File: config.mk
export PLATFORM = sky130hd
export DESIGN_NAME = addersub_pipe
export DESIGN_NICKNAME = d
export VERILOG_FILES = /design/src/rtl/addersub_pkg.sv /design/src/rtl/addersub_seg.sv /design/src/rtl/addersub_pipe.sv
export SDC_FILE = /design/constraint.sdc
export NUM_CORES = 1
export LEC_CHECK = 0
export ABC_CLOCK_PERIOD_IN_PS = 6050
export BUFFER_PORTS_ARGS = -buffer_cell sky130_fd_sc_hd__buf_2
export CORE_MARGIN = 1.5
export CORE_UTILIZATION = 60
export DETAILED_ROUTE_END_ITERATION = 16
export PLACE_DENSITY = 0.86
export SETUP_SLACK_MARGIN = 0.05
export SLEW_MARGIN = 10
export SYNTH_ARGS = -nofsm -noshare
export SYNTH_HDL_FRONTEND = slang
export SYNTH_HIERARCHICAL = 1
export SYNTH_SLANG_ARGS = --single-unit
File: constraint.sdc
create_clock -name clk -period 6.05 [get_ports clk]
set_input_delay 0 -clock clk [delete_from_list [all_inputs] [get_ports clk]]
set_output_delay 0 -clock clk [all_outputs]
set_load 0.01 [all_outputs]
File: src/rtl/addersub_pkg.sv
// addersub_pkg: op encodings and op-bit positions for the
// carry-segmented add/sub/compare pipeline.
package addersub_pkg;

  localparam int OP_W = 3;

  localparam int OP_ADDSUB  = 0;
  localparam int OP_SIGNEXT = 1;
  localparam int OP_IS_SLT  = 2;

  localparam logic [OP_W-1:0] OP_SUBU = 3'd0;
  localparam logic [OP_W-1:0] OP_ADDU = 3'd1;
  localparam logic [OP_W-1:0] OP_SUB  = 3'd2;
  localparam logic [OP_W-1:0] OP_ADD  = 3'd3;
  localparam logic [OP_W-1:0] OP_SLTU = 3'd4;
  localparam logic [OP_W-1:0] OP_SLT  = 3'd6;

  function automatic int seg_width(input int width, input int segs);
    return width / segs;
  endfunction

endpackage

File: src/rtl/addersub_seg.sv
// addersub_seg: one combinational chunk of the segmented adder.
// The pipeline instantiates one per stage.
module addersub_seg #(
  parameter int W = 16
) (
  input  logic [W-1:0] a,
  input  logic [W-1:0] b,
  input  logic         cin,
  output logic [W-1:0] sum,
  output logic         cout
);

  // plain ripple add of one chunk with carry in/out
  always_comb begin
    {cout, sum} = {1'b0, a} + {1'b0, b} + {{W{1'b0}}, cin};
  end

endmodule

File: src/rtl/addersub_pipe.sv
// addersub_pipe: WIDTH+1 bit add/sub split into SEGS carry
// segments, one segment per pipeline stage, valid/ready flow.
module addersub_pipe
  import addersub_pkg::*;
#(
  parameter int WIDTH = 32,
  parameter int SEGS  = 2
) (
  input  logic             clk,
  input  logic             reset,
  input  logic             in_valid,
  output logic             in_ready,
  input  logic [WIDTH-1:0] opA,
  input  logic [WIDTH-1:0] opB,
  input  logic [2:0]       op,
  output logic             out_valid,
  input  logic             out_ready,
  output logic [WIDTH-1:0] result,
  output logic             result_slt,
  output logic             carry_out,
  output logic             overflow
);

  localparam int CW = seg_width(WIDTH, SEGS);
  localparam int XW = WIDTH + 1;

  logic          en;
  logic          ext_sx;
  logic          ext_add;
  logic [XW-1:0] ext_a;
  logic [XW-1:0] ext_b;

  logic          vld_p [SEGS];
  logic          sx_p  [SEGS];
  logic          cy_p  [SEGS];
  logic          ovf_p [SEGS];
  logic [XW-1:0] a_p   [SEGS];
  logic [XW-1:0] b_p   [SEGS];
  logic [XW-1:0] s_p   [SEGS];

  assign en       = ~(out_valid & ~out_ready);
  assign in_ready = en;

  // extend operands one bit and invert B for subtraction
  always_comb begin
    ext_sx  = op[OP_SIGNEXT];
    ext_add = op[OP_ADDSUB];
    ext_a   = {ext_sx & opA[WIDTH-1], opA};
    ext_b   = {ext_sx & opB[WIDTH-1], opB};
    if (!ext_add) begin
      ext_b = ~ext_b;
    end
  end

  for (genvar k = 0; k < SEGS; k++) begin : g_stg
    localparam int SW = (k == SEGS - 1) ? CW + 1 : CW;
    localparam int LO = k * CW;

    logic          v_i;
    logic          x_i;
    logic          c_i;
    logic [XW-1:0] a_i;
    logic [XW-1:0] b_i;
    logic [XW-1:0] s_i;
    logic [SW-1:0] seg_s;
    logic          seg_c;

    logic          vld_d, vld_q;
    logic          sx_d, sx_q;
    logic          cy_d, cy_q;
    logic          ovf_d, ovf_q;
    logic [XW-1:0] a_d, a_q;
    logic [XW-1:0] b_d, b_q;
    logic [XW-1:0] s_d, s_q;

    if (k == 0) begin : g_head
      assign v_i = in_valid;
      assign x_i = ext_sx;
      assign c_i = ~ext_add;
      assign a_i = ext_a;
      assign b_i = ext_b;
      assign s_i = '0;
    end else begin : g_body
      assign v_i = vld_p[k-1];
      assign x_i = sx_p[k-1];
      assign c_i = cy_p[k-1];
      assign a_i = a_p[k-1];
      assign b_i = b_p[k-1];
      assign s_i = s_p[k-1];
    end

    addersub_seg #(
      .W(SW)
    ) u_seg (
      .a   (a_i[SW-1:0]),
      .b   (b_i[SW-1:0]),
      .cin (c_i),
      .sum (seg_s),
      .cout(seg_c)
    );

    // drop chunk k into place, shift remaining operand chunks down
    always_comb begin
      vld_d          = v_i;
      sx_d           = x_i;
      cy_d           = seg_c;
      a_d            = a_i >> CW;
      b_d            = b_i >> CW;
      s_d            = s_i;
      s_d[LO +: SW]  = seg_s;
      ovf_d          = x_i & (s_d[WIDTH] ^ s_d[WIDTH-1]);
    end

    // stage register, frozen as a whole while the output stalls
    always_ff @(posedge clk or posedge reset) begin
      if (reset) begin
        vld_q <= 1'b0;
        sx_q  <= 1'b0;
        cy_q  <= 1'b0;
        ovf_q <= 1'b0;
        a_q   <= '0;
        b_q   <= '0;
        s_q   <= '0;
      end else if (en) begin
        vld_q <= vld_d;
        sx_q  <= sx_d;
        cy_q  <= cy_d;
        ovf_q <= ovf_d;
        a_q   <= a_d;
        b_q   <= b_d;
        s_q   <= s_d;
      end
    end

    assign vld_p[k] = vld_q;
    assign sx_p[k]  = sx_q;
    assign cy_p[k]  = cy_q;
    assign ovf_p[k] = ovf_q;
    assign a_p[k]   = a_q;
    assign b_p[k]   = b_q;
    assign s_p[k]   = s_q;
  end

  assign out_valid  = vld_p[SEGS-1];
  assign result     = s_p[SEGS-1][WIDTH-1:0];
  assign result_slt = s_p[SEGS-1][WIDTH];
  assign carry_out  = s_p[SEGS-1][WIDTH];
  assign overflow   = ovf_p[SEGS-1];

endmodule

==> results.cfg, run 1 <==
[layout]
syn2layout_area_growth_pct = 19.89
final_common_cell = buf_2
diodes = 0
final_nets = 669
final_layout_size_suffix_gt1_frac = 0.3951
fillers = 619
layout_common_cells = buf_2, dfrtp_1, mux2_2

[place]
io_buffers = 106
place_congestion = 0.8130
dp_hpwl_um = 7261

[pwr]
leakagePower_uw = 0.002935
seqPwrFrac = 0.394
p_comb_frac = 0.411
intPower_uw = 1504
p_clk_frac = 0.195
switching_share = 0.3295
power_uw = 2243
p_per_area_mw_per_mm2 = 354.4
p_sw_uw = 739.2
ir_drop_v = 0.0001540

[logic_synthesis]
syn_avg_cell_area_sq_um = 12.30
synth_nets = 535
yosysWarnings = 6
synth_area_sq_mm = 0.005279
synthCells = 429

[critical_path]
worstPathRequired_ps = 6290
cp_cell_sequence = inv_1 -> fa_1 -> fa_1 -> nand2b_1 -> a21oi_1 -> o311a_1 -> a211o_1 -> nand4b_1 -> o311ai_1 -> xor2_1 -> a31o_2
critPathTopFamily = compound AO/OA/AOI/OAI gates
max_stage_delay_ps = 500
crit_type = reg2reg
r2r_cells = 11
crit_path_frequent_cell = fa_1
crit_fanout = 3
crit_path_start_kind = flop
end_kind = flop
reg2reg_from = g_stg[0].a_q[0]
startpoint = g_stg[0].a_q[0]
critPathBufInv = 1
ff2ff_setup_slack_ps = 2970
crit_slowest_cell = fa_1
cp.arrival_ps = 3320
rr_endpoint = overflow

[die]
initial_core_util = 0.6113
rows = 34
dieWidth_um = 96.80
die_h_um = 96.80
dieArea_sq_mm = 0.009369
ios = 108
core_sq_mm = 0.008636

[sta]
whs_ps = -19.51
fin_worst_skew_ps = 7.663
hold_violations = 27
setup_viol = 0
finalCritPeriodShare = 0.5095
timing.slew.headroom = 0.2857
tightest_slew_ps = 1071
setup_tns_ps = 0
rsz0062_at_grt = false
fmax_mhz = 324.4
maxSlewViolCount = 0
post-route-min-period_ps = 3083

[global_routing]
grt.total_usage = 0.2241
grt_pass1_wl_um = 17210
grt_pass1_vias = 3818
antenna_found_initial = 0
grt_overflow = 0
grt_max_degree = 89

[routing]
firstDrtPassIters = 6
wl_per_cell_um = 15.11
wirelength_um = 10200
drc = 0
drtIter0Drc = 90
ant_nets = 0
vias = 3721
viasPerCell = 5.513

[cts]
cts_max_path_buffers = 2
cts_setup_buffers = 0
numClockSinks = 88
path_clk_slew_ps = 90
cts_resized = 0
numCtsBuffers = 9
cts_tree = yes
cts_root_buf = clkbuf_8
h-tree-depth = 3
worst_skew_pair.late_latency_ps = 350

[outcome]
status = complete, but fails checks
violations = hold timing

[run]
maxCapViolCount = 0

[min_path]
min_path_type = in2async
sequential cells by signal, indices dropped and copies added, names as in the netlist:
register,cells
g_stg.a_q,17
g_stg.sx_q,1
g_stg.vld_q,1
overflow,1
g_stg.b_q,17
g_stg.cy_q,1
g_stg.s_q,49
out_valid,1
stage by stage:
step / utilization / cells / area (sq um) / setup WS (ps)
2_1_floorplan: - / 429 / 5279 / 3235
3_3_place_gp: 0.6742 / 631 / 5822 / 2932
3_5_place_dp: 0.6742 / 631 / 5822 / 2798
4_1_cts: 0.7328 / 675 / 6329 / 2971
5_1_grt: 0.7328 / 675 / 6329 / 2799
6_report: 0.7328 / 675 / 6329 / 2967
timing repair:
item	CTS	global route
hold endpoints to repair	28	0
setup endpoints to repair	0	0
hold buffers	29	0
power by group through the flow:
stage	Clock, uW	Sequential, uW	Combinational, uW
final	438	884	921
after global routing	474	906	1010
after global placement	0	884	864
after detailed placement	0	894	903
after CTS	454	884	925
after floorplan	0	924	621
worst max path at each step:
| stage | end | cells past startpoint |
|---|---|---|
| finish | overflow | 11 |
| global placement | g_stg[0].cy_q | 12 |
| detailed placement | g_stg[0].cy_q | 12 |
| global route | overflow | 11 |
| CTS | overflow | 11 |
| floorplan | g_stg[0].cy_q | 13 |
worst register-to-register path, stage by stage, from the launching register on:
cell and delay (ps):
dfrtp_1 350, inv_1 70, fa_1 500, fa_1 430, nand2b_1 190, a21oi_1 200, o311a_1 310, a211o_1 230
nand4b_1 130, o311ai_1 150, xor2_1 150, a31o_2 270
final cells by class:
type	count	area, sq um	share of cell area
clock buffer	9	123.9	0.01957
clock inverter	6	92.59	0.01463
inverter	16	61.31	0.009688
multi-input combinational	310	2870	0.4535
sequential	88	2202	0.3480
tap	108	135.1	0.02135
timing repair buffer	138	843.3	0.1333
layer usage:
metal | up-vias | wire length [um] | global-route usage
li1 | 1784 | - | -
met1 | 1802 | 4360 | 0.2755
met2 | 116 | 5167 | 0.4008
met3 | 19 | 477 | 0.03396
met4 | 0 | 191 | 0.07692
met5 | - | 0 | 0
Power figures use the tool's default switching activity.
==> inputs of run 2 (changes only) <==
--- a/config.mk
+++ b/config.mk
@@ -5,12 +5,12 @@
 export SDC_FILE = /design/constraint.sdc
 export NUM_CORES = 1
 export LEC_CHECK = 0
-export ABC_CLOCK_PERIOD_IN_PS = 6050
+export ABC_CLOCK_PERIOD_IN_PS = 2950
 export BUFFER_PORTS_ARGS = -buffer_cell sky130_fd_sc_hd__buf_2
 export CORE_MARGIN = 1.5
-export CORE_UTILIZATION = 60
+export CORE_UTILIZATION = 56
 export DETAILED_ROUTE_END_ITERATION = 16
-export PLACE_DENSITY = 0.86
+export PLACE_DENSITY = 0.81
 export SETUP_SLACK_MARGIN = 0.05
 export SLEW_MARGIN = 10
 export SYNTH_ARGS = -nofsm -noshare
==> constraint.sdc (replaced) <==
create_clock -name clk -period 2.95 [get_ports clk]
set_input_delay 0 -clock clk [delete_from_list [all_inputs] [get_ports clk]]
set_output_delay 0 -clock clk [all_outputs]
set_load 0.01 [all_outputs]
==> results.cfg, run 2 (synthesis results as in run 1) <==
[sta]
post-route-min-period_ps = 2708
rsz0062_at_grt = false
setup_tns_ps = 0
hold_violations = 0
setup_viol = 0
fmax_mhz = 369.3
tightest_slew_ps = 628.7
maxSlewViolCount = 0
finalCritPeriodShare = 0.9180
timing.slew.headroom = 0.5809
fin_worst_skew_ps = 11.91

[critical_path]
r2r_cells = 11
end_kind = flop
ff2ff_setup_slack_ps = 240
crit_slowest_cell = fa_2
endpoint = overflow
crit_path_frequent_cell = fa_2
worstPathRequired_ps = 3190
reg2reg_from = g_stg[0].a_q[0]
cp_cell_sequence = inv_1 -> fa_2 -> fa_2 -> nand2b_1 -> a21oi_2 -> o311a_1 -> a211o_1 -> nand4b_1 -> o311ai_1 -> xor2_1 -> a31o_2
rr_endpoint = overflow
crit_path_start_kind = flop
crit_fanout = 3
crit_type = reg2reg
max_stage_delay_ps = 420
cp.arrival_ps = 2950
startpoint = g_stg[0].a_q[0]

[global_routing]
grt.total_usage = 0.2124
grt_pass1_vias = 3684
antenna_found_initial = 0
grt_overflow = 0
grt_max_degree = 41
grt_pass1_wl_um = 16760

[min_path]
min_path_type = in2reg

[routing]
drtIter0Drc = 87
ant_nets = 0
viasPerCell = 5.428
wirelength_um = 10170
firstDrtPassIters = 4
vias = 3729
wl_per_cell_um = 14.81
drc = 0

[pwr]
p_per_area_mw_per_mm2 = 703.5
p_sw_uw = 1518
seqPwrFrac = 0.406
intPower_uw = 2965
p_clk_frac = 0.169
power_uw = 4483
ir_drop_v = 0.0002849
p_comb_frac = 0.425
switching_share = 0.3387
leakagePower_uw = 0.002957

[place]
placed_cell_area_sq_mm = 0.005856
io_buffers = 106
dp_hpwl_um = 7617
place_congestion = 0.8987

[layout]
layout_common_cells = buf_2, dfrtp_1, mux2_2
top_register = g_stg.s_q
syn2layout_area_growth_pct = 20.72
final_area_sq_mm = 0.006372
multi_input_area_sq_mm = 0.002879
regArea_sq_mm = 0.002202
largest_reg_flops = 49
diodes = 0
final_layout_size_suffix_gt1_frac = 0.4045
final_nets = 677
final_common_cell = buf_2
reg_top3 = g_stg.s_q (49), g_stg.a_q (17), g_stg.b_q (17)
fillers = 693

[cts]
worst_skew_pair.late_latency_ps = 350
path_clk_slew_ps = 90
cts_root_buf = clkbuf_8
cts_tree = yes
numClockSinks = 88
numCtsBuffers = 9
cts_max_path_buffers = 2
h-tree-depth = 3

[die]
dieArea_sq_mm = 0.01002
initial_core_util = 0.5740
die_h_um = 100.1
ios = 108
dieWidth_um = 100.1
core_sq_mm = 0.009196
rows = 35

[run]
maxCapViolCount = 0

[outcome]
status = finished clean
run 2: changes by cell type in the layout (fill, tap and decap cells not counted), sizes merged:
cell / change
clkinv: +2
clkbuf: +2
inv: -1
buf: +6
bufinv: -2
dlygate4sd3: +2
run 2: power by group through the flow:
stage | Clock, uW | Sequential (uW) | Combinational, uW
2_1_floorplan | 0 | 1890 | 1270
3_3_place_gp | 0 | 1820 | 1780
3_5_place_dp | 0 | 1840 | 1850
4_1_cts | 785 | 1820 | 1900
5_1_grt | 827 | 1870 | 2090
6_report | 758 | 1820 | 1900
run 2: cell type report:
type                            count  area share
Clock buffer                       11     0.02219
Clock inverter                      5    0.006479
Inverter                           16    0.009621
Multi-Input combinational cell    310      0.4518
Sequential cell                    88      0.3456
Tap cell                          111     0.02179
Timing Repair Buffer              146      0.1425
run 2: critical path: cells and delay by family (launching register included):
kind,cells,cell delay [ps]
AO/OA/AOI/OAI,5,980
adder cells (fa/ha/maj),2,780
flip-flops,1,360
AND/OR/NAND/NOR,2,310
XOR/XNOR,1,130
buffers and inverters,1,60
run 2: worst min-delay path by stage:
stage                       endpoint     from  cells after the start  slack, ps
global route         g_stg[0].b_q[9]  opB[25]                      3          7
finish               g_stg[0].b_q[5]  opB[21]                      3         20
global placement    g_stg[1].s_q[15]    reset                      2         70
detailed placement  g_stg[1].s_q[15]    reset                      2         70
floorplan           g_stg[0].a_q[16]  opA[31]                      2        140
CTS                  g_stg[0].b_q[9]  opB[25]                      3        0.4
run 2: layer usage:
| metal | track usage | part of all wire |
|---|---|---|
| met3 | 0.02646 | 0.039 |
| met2 | 0.3710 | 0.50 |
| met4 | 0.08776 | 0.019 |
| met5 | 0 | 0 |
| met1 | 0.2673 | 0.44 |
run 2: what timing repair did:
action	in CTS	in global routing
resized for setup	0	3
endpoints found under the hold margin	62	0
hold buffers	31	0
endpoints found under the setup margin	1	2
pin swaps	1	2
gates cloned	0	0
buffers inserted	1	1
run 2: metrics by stage:
| stage | std cells | hold WS (ps) | setup slack [ps] | util |
|---|---|---|---|---|
| CTS | 686 | 0.4023 | 70.77 | 0.6912 |
| finish | 687 | 19.43 | 241.9 | 0.6929 |
| global placement | 638 | 68.24 | 148.3 | 0.6367 |
| floorplan | 429 | 136.0 | 135.1 | - |
| detailed placement | 638 | 73.20 | 56.36 | 0.6367 |
| global route | 687 | 6.886 | 87.04 | 0.6929 |
